`config.mk`:
```
export PLATFORM = sky130hd
export DESIGN_NAME = ooo_read_responder_flat
export DESIGN_NICKNAME = d
export VERILOG_FILES = /design/src/rtl/ooo_read_responder_if.sv /design/src/rtl/ooo_read_responder.sv /design/src/flat_wrapper.sv
export SDC_FILE = /design/constraint.sdc
export NUM_CORES = 1
export LEC_CHECK = 0
export CAP_MARGIN = 40
export CORE_MARGIN = 2
export CORE_UTILIZATION = 60
export CTS_CLUSTER_DIAMETER = 60
export DETAILED_ROUTE_END_ITERATION = 10
export PLACE_DENSITY_LB_ADDON = 0.05
export SLEW_MARGIN = 20
export SYNTH_ARGS = -nofsm -noshare
export SYNTH_HDL_FRONTEND = slang
export SYNTH_SLANG_ARGS = --single-unit
```
`constraint.sdc`:
```
create_clock -name clk -period 4.97 [get_ports clk]
set_input_delay 1.491 -clock clk [delete_from_list [all_inputs] [get_ports clk]]
set_output_delay 1.491 -clock clk [all_outputs]
set_load 0.02 [all_outputs]
```
`src/rtl/ooo_read_responder_if.sv`:
```
// AR/R ID-tagged read channel bundle between a requester (master) and the responder (slave).
interface ooo_read_responder_if #(
  parameter int unsigned DATA_WIDTH = 8
);
  logic [3:0]            s_arid_i;
  logic                  s_arvalid_i;
  logic                  s_arready_o;
  logic [DATA_WIDTH-1:0] s_rdata_o;
  logic [3:0]            s_rid_o;
  logic                  s_rvalid_o;
  logic                  s_rready_i;

  modport slave (
    input  s_arid_i, s_arvalid_i, s_rready_i,
    output s_arready_o, s_rdata_o, s_rid_o, s_rvalid_o
  );

  modport master (
    output s_arid_i, s_arvalid_i, s_rready_i,
    input  s_arready_o, s_rdata_o, s_rid_o, s_rvalid_o
  );
endinterface

```
`src/rtl/ooo_read_responder.sv`:
```
// Read responder: holds up to DEPTH AR requests and returns R beats out of order
// after per-request delays; rdata carries the accept sequence number.
module ooo_read_responder #(
  parameter int unsigned DATA_WIDTH = 8,
  parameter int unsigned DEPTH      = 4,
  parameter int unsigned MAX_LAT    = 7,
  parameter int unsigned LAT_MODE   = 0,
  parameter logic [7:0]  LFSR_SEED  = 8'hA5
) (
  input logic              clk,
  input logic              rst,
  ooo_read_responder_if.slave s
);

  localparam int unsigned PTR_W       = (DEPTH > 1) ? $clog2(DEPTH) : 1;
  localparam int unsigned CNT_W       = 8;
  localparam logic [7:0]  LFSR_TAPS   = 8'hB8;
  localparam logic [7:0]  LFSR_INIT   = (LFSR_SEED == 8'h00) ? 8'h01 : LFSR_SEED;
  localparam logic [7:0]  MAX_LAT_CNT = 8'(MAX_LAT);

  typedef enum logic [1:0] {
    SLOT_FREE,
    SLOT_PEND,
    SLOT_READY
  } slot_state_e;

  typedef struct packed {
    logic [3:0]            id;
    logic [DATA_WIDTH-1:0] seq;
    logic [CNT_W-1:0]      cnt;
  } slot_t;

  slot_state_e           state_q [DEPTH];
  slot_state_e           state_d [DEPTH];
  slot_t                 slot_q  [DEPTH];
  slot_t                 slot_d  [DEPTH];
  logic [DATA_WIDTH-1:0] seq_cnt_q, seq_cnt_d;
  logic [7:0]            lfsr_q, lfsr_d;
  logic [PTR_W-1:0]      rr_ptr_q, rr_ptr_d;
  logic                  arready_q, arready_d;
  logic                  rvalid_q, rvalid_d;
  logic [3:0]            rid_q, rid_d;
  logic [DATA_WIDTH-1:0] rdata_q, rdata_d;

  logic                  accept;
  logic                  load_en;
  logic                  alloc_found;
  logic [PTR_W-1:0]      alloc_idx;
  logic                  grant_found;
  logic [PTR_W-1:0]      grant_idx;
  logic [PTR_W-1:0]      cand;
  logic [CNT_W-1:0]      new_cnt;

  assign s.s_arready_o = arready_q;
  assign s.s_rvalid_o  = rvalid_q;
  assign s.s_rid_o     = rid_q;
  assign s.s_rdata_o   = rdata_q;

  // Next-state: countdown, allocation, round-robin output load.
  always_comb begin
    state_d     = state_q;
    slot_d      = slot_q;
    seq_cnt_d   = seq_cnt_q;
    lfsr_d      = lfsr_q;
    rr_ptr_d    = rr_ptr_q;
    rvalid_d    = rvalid_q;
    rid_d       = rid_q;
    rdata_d     = rdata_q;
    arready_d   = 1'b0;
    alloc_found = 1'b0;
    alloc_idx   = '0;
    grant_found = 1'b0;
    grant_idx   = '0;
    cand        = '0;
    new_cnt     = (LAT_MODE == 1) ? MAX_LAT_CNT : 8'((lfsr_q % MAX_LAT_CNT) + 8'd1);

    accept  = s.s_arvalid_i && arready_q;
    load_en = !rvalid_q || s.s_rready_i;

    for (int i = 0; i < int'(DEPTH); i++) begin
      if (state_q[i] == SLOT_PEND) begin
        slot_d[i].cnt = slot_q[i].cnt - 8'd1;
        if (slot_q[i].cnt == 8'd1) begin
          state_d[i] = SLOT_READY;
        end
      end
    end

    // Descending scans leave the lowest free index / nearest-to-rr_ptr ready index.
    for (int i = int'(DEPTH) - 1; i >= 0; i--) begin
      if (state_q[i] == SLOT_FREE) begin
        alloc_found = 1'b1;
        alloc_idx   = PTR_W'(i);
      end
    end

    for (int k = int'(DEPTH) - 1; k >= 0; k--) begin
      cand = PTR_W'((int'(rr_ptr_q) + k) % int'(DEPTH));
      if (state_q[cand] == SLOT_READY) begin
        grant_found = 1'b1;
        grant_idx   = cand;
      end
    end

    if (accept && alloc_found) begin
      state_d[alloc_idx]     = SLOT_PEND;
      slot_d[alloc_idx].id   = s.s_arid_i;
      slot_d[alloc_idx].seq  = seq_cnt_q;
      slot_d[alloc_idx].cnt  = new_cnt;
      seq_cnt_d              = seq_cnt_q + DATA_WIDTH'(1);
      lfsr_d                 = lfsr_q[0] ? ((lfsr_q >> 1) ^ LFSR_TAPS) : (lfsr_q >> 1);
    end

    if (load_en) begin
      if (grant_found) begin
        rvalid_d           = 1'b1;
        rid_d              = slot_q[grant_idx].id;
        rdata_d            = slot_q[grant_idx].seq;
        state_d[grant_idx] = SLOT_FREE;
        rr_ptr_d           = (grant_idx == PTR_W'(DEPTH - 1)) ? '0 : grant_idx + PTR_W'(1);
      end else begin
        rvalid_d = 1'b0;
      end
    end

    for (int i = 0; i < int'(DEPTH); i++) begin
      if (state_d[i] == SLOT_FREE) begin
        arready_d = 1'b1;
      end
    end
  end

  // State registers; reset drops every outstanding request and any latched beat.
  always_ff @(posedge clk) begin
    if (rst) begin
      for (int i = 0; i < int'(DEPTH); i++) begin
        state_q[i] <= SLOT_FREE;
        slot_q[i]  <= '0;
      end
      seq_cnt_q <= '0;
      lfsr_q    <= LFSR_INIT;
      rr_ptr_q  <= '0;
      arready_q <= 1'b0;
      rvalid_q  <= 1'b0;
      rid_q     <= '0;
      rdata_q   <= '0;
    end else begin
      state_q   <= state_d;
      slot_q    <= slot_d;
      seq_cnt_q <= seq_cnt_d;
      lfsr_q    <= lfsr_d;
      rr_ptr_q  <= rr_ptr_d;
      arready_q <= arready_d;
      rvalid_q  <= rvalid_d;
      rid_q     <= rid_d;
      rdata_q   <= rdata_d;
    end
  end

endmodule

```
`src/flat_wrapper.sv`:
```
// flat-port wrapper written by rule: the top's interface ports become plain ports
module ooo_read_responder_flat 
#(
  parameter int unsigned DATA_WIDTH = 8,
  parameter int unsigned DEPTH      = 4,
  parameter int unsigned MAX_LAT    = 7,
  parameter int unsigned LAT_MODE   = 0,
  parameter logic [7:0]  LFSR_SEED  = 8'hA5
)
  (clk, rst, s_s_arid_i, s_s_arvalid_i, s_s_rready_i, s_s_arready_o, s_s_rdata_o, s_s_rid_o, s_s_rvalid_o);
  ooo_read_responder_if #(.DATA_WIDTH(DATA_WIDTH)) s_i ();
  input logic clk;
  input logic rst;
  input wire logic [$bits(s_i.s_arid_i)-1:0] s_s_arid_i;
  input wire logic [$bits(s_i.s_arvalid_i)-1:0] s_s_arvalid_i;
  input wire logic [$bits(s_i.s_rready_i)-1:0] s_s_rready_i;
  output wire logic [$bits(s_i.s_arready_o)-1:0] s_s_arready_o;
  output wire logic [$bits(s_i.s_rdata_o)-1:0] s_s_rdata_o;
  output wire logic [$bits(s_i.s_rid_o)-1:0] s_s_rid_o;
  output wire logic [$bits(s_i.s_rvalid_o)-1:0] s_s_rvalid_o;
  assign s_i.s_arid_i = s_s_arid_i;
  assign s_i.s_arvalid_i = s_s_arvalid_i;
  assign s_i.s_rready_i = s_s_rready_i;
  assign s_s_arready_o = s_i.s_arready_o;
  assign s_s_rdata_o = s_i.s_rdata_o;
  assign s_s_rid_o = s_i.s_rid_o;
  assign s_s_rvalid_o = s_i.s_rvalid_o;
  ooo_read_responder #(.DATA_WIDTH(DATA_WIDTH), .DEPTH(DEPTH), .MAX_LAT(MAX_LAT), .LAT_MODE(LAT_MODE), .LFSR_SEED(LFSR_SEED)) u_core (.clk(clk), .rst(rst), .s(s_i));
endmodule
```
==> results.tsv, run 1 <==
metric	value	unit
worst r2r path cells	19	
CTS tree	built	
Met1 Routed Length	6.711	mm
met2 WL post-DR	7.096	mm
maximum clock path buffer count	2	
Tcrit/Tclk final	93.95	%
# IOs	22	
max_cap viols	0	
aggregate routed wire length	14.65	mm
unrepaired setup endpoints after global routing	false	
Least-Margin Pin Slew	0.8315	ns
Max Freq	0.2142	GHz
area delta synth->final	14.74	%
Hold Buf Count CTS	0	
# clock sinks	120	
first-pass GRT wire length	24.61	mm
Final min period	4.670	ns
setup bufs post-CTS	0	
gr usage total	27.42	%
Clock Skew	0.008096	ns
crit end category	register	
Met3 Routed Length	626	um
GP Congestion	0.8174	
count of different cell masters after synthesis	63	
Post-Syn Nets	808	
sequential cell area	2405	um2
register area share after synthesis	38.51	%
Post-synth ARST share	0	%
sequential power share	40.2	%
Internal	1876	uW
Final #Nets	814	
initial antenna violation count	0	
multi-input logic area	3588	um2
DRT Pass-1 Iters	5	
Avg Cell Area, Syn	7.957	um2
run status	finished, final reports clean	
main flop type after synthesis	dfxtp_1	
VDD IR max	0.0003250	V
DR DRC count	0	
Worst-Skew Late Latency	0.52	ns
Filler cells	815	
Fin Setup TNS	0	ns
total CTS buffers	17	
EDFF count, synth	0	
PortBufs	21	
CP Class	reg -> reg	
PwrDens	358.2	nW/um2
WP data required	5.39	ns
total gr overflow	0	
worst hold path type	reg -> reg	
Lkg Pwr	0.002524	uW
Synth Cell Area	6238	um2
hpwl dp	9.483	mm
DRT iter0 DRCs	351	
Die ar.	11230	um2
DR WL/cell	15.65	um
combinational fraction of design power	15.3	%
Initial Utilization	60.98	%
CP Data Arrival Time	5.09	ns
root buf cell	clkbuf_8	
Switching Fraction	26.84	%
Mapped Cells	784	
Core Area	10230	um2
largest net degree at the start of global routing	65	
Top Layer Used	met4	
clock slew seen by the registers of the worst setup and hold paths	0.06	ns
switching power of the nets	688.1	uW
CTS resizes	0	
Antenna diodes	0	
Reg2Reg Launch Point	u_core.lfsr_q[2]	
Via Count	5500	
normalized max-slew margin	44.27	%
H-tree Lvls	4	
pins over their slew limit	0	
CP startpoint kind	register	
Critical path origin	u_core.lfsr_q[2]	
Core Util, Final	69.96	%
antenna viol nets, final	0	
layout cells sized above 1	8.750	%
Hold Path Stages	2	
Die X	106.0	um
DR vias/cell	5.876	
Final setup violation count	0	
num rows	37	
clock power share	44.5	%
Die Height	106.0	um
vias in the first global route	5154	
CP Max Fanout	17	
Yosys reg bits	120	
synth warn	0	
final hold viol count	0	
-- cells in the mapped netlist (5+ instances only) --
master,number,area share (%)
a221oi_1,6,0.84
nor4_1,7,0.70
nor2_1,63,3.8
ha_1,16,3.2
xor2_1,21,2.9
nor3_1,13,1.0
buf_2,7,0.56
o21ai_0,9,0.72
o22ai_1,5,0.50
nand3_1,26,2.1
and2_1,5,0.50
o211ai_1,7,0.84
a21oi_1,79,6.3
nand2_1,170,10
inv_1,20,1.2
xnor2_1,19,2.7
mux2i_1,28,4.5
nor2b_1,12,1.2
clkbuf_1,39,2.3
nand2b_1,8,0.80
dfxtp_1,120,39
a211oi_1,33,4.0
-- kinds of logic after synthesis --
family                     count (synthesis)  synth area share (%)
and+or+nand+nor                          334                 23.97
DFF                                      120                 38.51
muxes                                     28                 4.493
AOI/OAI and AO/OA                        176                 19.68
adders and majority gates                 16                 3.209
xor gates and xnor gates                  40                 5.616
buffers and inverters                     70                 4.533
-- placed cells by master (no fill, tap or decap), types with 9 or more instances in the layout --
cell and instances:
nand2_1 170, dfxtp_1 118, a21oi_1 78, nor2_1 63, a211oi_1 33, mux2i_1 28
nand3_1 26, inv_1 20, xor2_1 20, clkdlybuf4s50_1 20, xnor2_1 19, ha_1 16
clkbuf_16 16, nor2b_1 12, buf_4 12, nor3_1 11, o21ai_0 9
-- metal layers --
| layer | vias to the layer above | GRT usage, % |
|---|---|---|
| li1 | 2746 | - |
| met5 | - | 0 |
| met2 | 133 | 45.30 |
| met1 | 2601 | 36.22 |
| met4 | 0 | 9.774 |
| met3 | 20 | 4.782 |
-- per-stage QoR --
step                      hold WS (ns)  instances  total power, uW  setup slack (ns)  instance area (um2)
after floorplan                 0.4357        784             1331            0.7950                 6238
after global placement          0.4399        902             1416            0.5484                 6519
after detailed placement        0.4458        905             1430            0.2125                 6576
after CTS                       0.4533        934             2571            0.1746                 7126
after global routing            0.4737        936             2663           0.04984                 7158
final                           0.4536        936             2564            0.3005                 7158
-- cell type report --
type | instances | share of cell area, %
multi-input cells | 594 | 50.13
flip-flops and latches | 120 | 33.60
clock buffers | 21 | 6.275
repair buffers | 37 | 5.174
well taps | 136 | 2.377
clock inverters | 8 | 1.398
inverters | 20 | 1.049
-- power groups by stage --
stage	logic [uW]	clock network [uW]	registers, uW
6_report	392	1140	1030
4_1_cts	386	1160	1030
3_5_place_dp	380	0	1050
2_1_floorplan	299	0	1030
5_1_grt	434	1190	1040
3_3_place_gp	368	0	1050
-- critical path, stage by stage (launching register included) --
cell and delay [ns]:
dfxtp_1 0.47, or4bb_1 0.58, o32a_1 0.24, nand3_1 0.21, ha_1 0.35, inv_1 0.13
a2111oi_1 0.49, a221oi_2 0.16, nand3_1 0.13, o21ai_0 0.15, inv_1 0.09, ha_1 0.23
o221ai_2 0.15, and2_4 0.21, nor2_1 0.09, a21oi_1 0.05, ha_1 0.26, xor2_2 0.26
nor2_1 0.08, a311oi_1 0.27
-- path summary, 6_finish.rpt --
check,to,slack (ns)
worst min-delay path,register,0.45
worst max-delay path,u_core.slot_q[62],0.30
worst min register to register,register,0.45
worst max register to register,u_core.slot_q[62],0.30
(Power assumes the default switching activity.)
==> run 2, diff against run 1 <==
--- a/config.mk
+++ b/config.mk
@@ -5,11 +5,12 @@
 export SDC_FILE = /design/constraint.sdc
 export NUM_CORES = 1
 export LEC_CHECK = 0
-export CAP_MARGIN = 40
+export ABC_CLOCK_PERIOD_IN_PS = 4970
 export CORE_MARGIN = 2
 export CORE_UTILIZATION = 60
 export CTS_CLUSTER_DIAMETER = 60
 export DETAILED_ROUTE_END_ITERATION = 10
+export HOLD_SLACK_MARGIN = 0.15
 export PLACE_DENSITY_LB_ADDON = 0.05
 export SLEW_MARGIN = 20
 export SYNTH_ARGS = -nofsm -noshare
==> run 2 against run 1 <==
  * Sequential power about the same
  * Hold slack about the same
  * Global-route usage decreased by 0.36 points
  * Flip-flop and latch count unchanged
  * Register-to-register slack improved by 0.07 ns
  * Sequential share of layout area increased by 0.31 points
  * Design area decreased by 0.93%
  * Combinational power decreased by 2%
  * Worst setup slack improved by 0.070 ns
  * Total power increased by 1.2%
  * Via count decreased by 0.71%
  * Critical path type unchanged
  * Critical endpoint unchanged
  * Largest power group unchanged
==> results.tsv, run 2 (same netlist as run 1, synthesis figures left out) <==
metric	value	unit
antenna viol nets, final	0	
total CTS buffers	17	
DR DRC count	0	
Initial Utilization	60.98	%
H-tree Lvls	4	
grt peak-use layer	met2	
GP Congestion	0.8174	
Least-Margin Pin Slew	0.9908	ns
Die ar.	11230	um2
DR vias/cell	5.866	
Die Height	106.0	um
total gr overflow	0	
pins over their slew limit	0	
DRT iter0 DRCs	290	
num rows	37	
slowest CP cell	or4bb_1	
# clock sinks	120	
initial antenna violation count	0	
aggregate routed wire length	14.56	mm
layout cells sized above 1	8.302	%
clock slew seen by the registers of the worst setup and hold paths	0.06	ns
area delta synth->final	13.68	%
unrepaired setup endpoints after global routing	false	
gr usage total	27.06	%
Die X	106.0	um
CP Data Arrival Time	5.01	ns
global-route met2 utilization	44.42	%
CP Max Fanout	17	
Fin Setup TNS	0	ns
Lkg Pwr	0.002493	uW
Worst-Skew Late Latency	0.52	ns
normalized max-slew margin	33.95	%
most common cell after layout, fill and taps aside	nand2_1	
worst hold path type	reg -> reg	
CP startpoint kind	register	
Power Total	2595	uW
maximum clock path buffer count	2	
Final #Nets	809	
final hold viol count	0	
first-pass GRT wire length	24.16	mm
Final setup violation count	0	
largest net degree at the start of global routing	100	
CTS tree	built	
root buf cell	clkbuf_8	
PortBufs	21	
Final min period	4.600	ns
Max Freq	0.2174	GHz
Tcrit/Tclk final	92.55	%
Clock Skew	0.009118	ns
# IOs	22	
vias in the first global route	5065	
run status	finished, final reports clean	
Core Area	10230	um2
Hold Path Stages	2	
crit-path max cell delay	0.58	ns
VDD IR max	0.0003698	V
crit end category	register	
PwrDens	366.0	nW/um2
Via Count	5461	
DRT Pass-1 Iters	5	
DR WL/cell	15.64	um
WP data required	5.38	ns
worst r2r path cells	19	
GRT met1 Usage	35.90	%
setup bufs post-CTS	0	
GR Util met3	5.702	%
most frequent cells in the layout	nand2_1 (170), dfxtp_1 (118), a21oi_1 (78)	
critical-path cell list	or4bb_1 > o32a_1 > nand3_1 > ha_2 > inv_1 > a2111oi_2 > a221oi_2 > nand3_1 > o21ai_0 > inv_1 > ha_1 > o221ai_2 > and2_4 > nor2_1 > a21oi_1 > ha_1 > xor2_1 > nor2_1 > a311oi_1	
Antenna diodes	0	
hpwl dp	9.210	mm
CP Class	reg -> reg	
Final Hold Slack	0.4539	ns
max_cap viols	0	
run 2: changes by cell type in the layout (fill, tap and decap cells not counted), sizes merged:
cell,delta
buf,-5
bufinv,+1
clkbuf,-1
clkinv,+1
clkinvlp,-1
run 2: per-layer routing:
metal,up-vias,share of wire [%]
met3,15,4.9
met5,-,0
met4,0,0.93
met2,133,49
met1,2583,45
li1,2730,-
run 2: what timing repair did:
item                       4_1_cts  5_1_grt
hold buffers                     0        0
setup endpoints to repair        0        8
gates resized for setup          0        4
run 2: worst max-delay path: cells and delay by family, from the launching register on:
family	cells	cell delay, ns
XOR/XNOR	1	0.32
AND/OR/NAND/NOR	6	1.33
adder cells (fa/ha/maj)	3	0.76
AO/OA/AOI/OAI	7	1.40
flip-flops	1	0.48
buffers and inverters	2	0.20
run 2: power by group:
part           switching (uW)  leakage [uW]  internal [uW]
clock network             417      0.000268            764
logic                     232       0.00125            150
registers                38.8      0.000972            992
run 2: path summary, 6_finish.rpt:
| path | startpoint | endpoint | slack [ns] |
|---|---|---|---|
| setup reg to reg | u_core.lfsr_q[2] | u_core.slot_q[62] | 0.37 |
| hold / removal | u_core.s.s_rdata_o[7] | u_core.s.s_rdata_o[7] | 0.45 |
| setup / recovery | u_core.lfsr_q[2] | u_core.slot_q[62] | 0.37 |
| hold reg to reg | u_core.s.s_rdata_o[7] | u_core.s.s_rdata_o[7] | 0.45 |
run 2: per-stage QoR:
| step | cells | setup slack, ns | area, um2 | utilization [%] |
|---|---|---|---|---|
| after CTS | 931 | 0.1301 | 7082 | 69.22 |
| after floorplan | 784 | 0.7950 | 6238 | - |
| after detailed placement | 902 | 0.2185 | 6519 | 63.72 |
| after global routing | 931 | 0.08809 | 7092 | 69.32 |
| after global placement | 902 | 0.5484 | 6519 | 63.72 |
| final | 931 | 0.3703 | 7092 | 69.32 |
run 2: layout make-up:
type | count | area [um2]
Clock buffer | 20 | 435.4
Clock inverter | 9 | 127.6
Fill cell | 842 | 3139
Inverter | 20 | 75.07
Multi-Input combinational cell | 594 | 3588
Sequential cell | 120 | 2405
Tap cell | 136 | 170.2
Timing Repair Buffer | 32 | 290.3
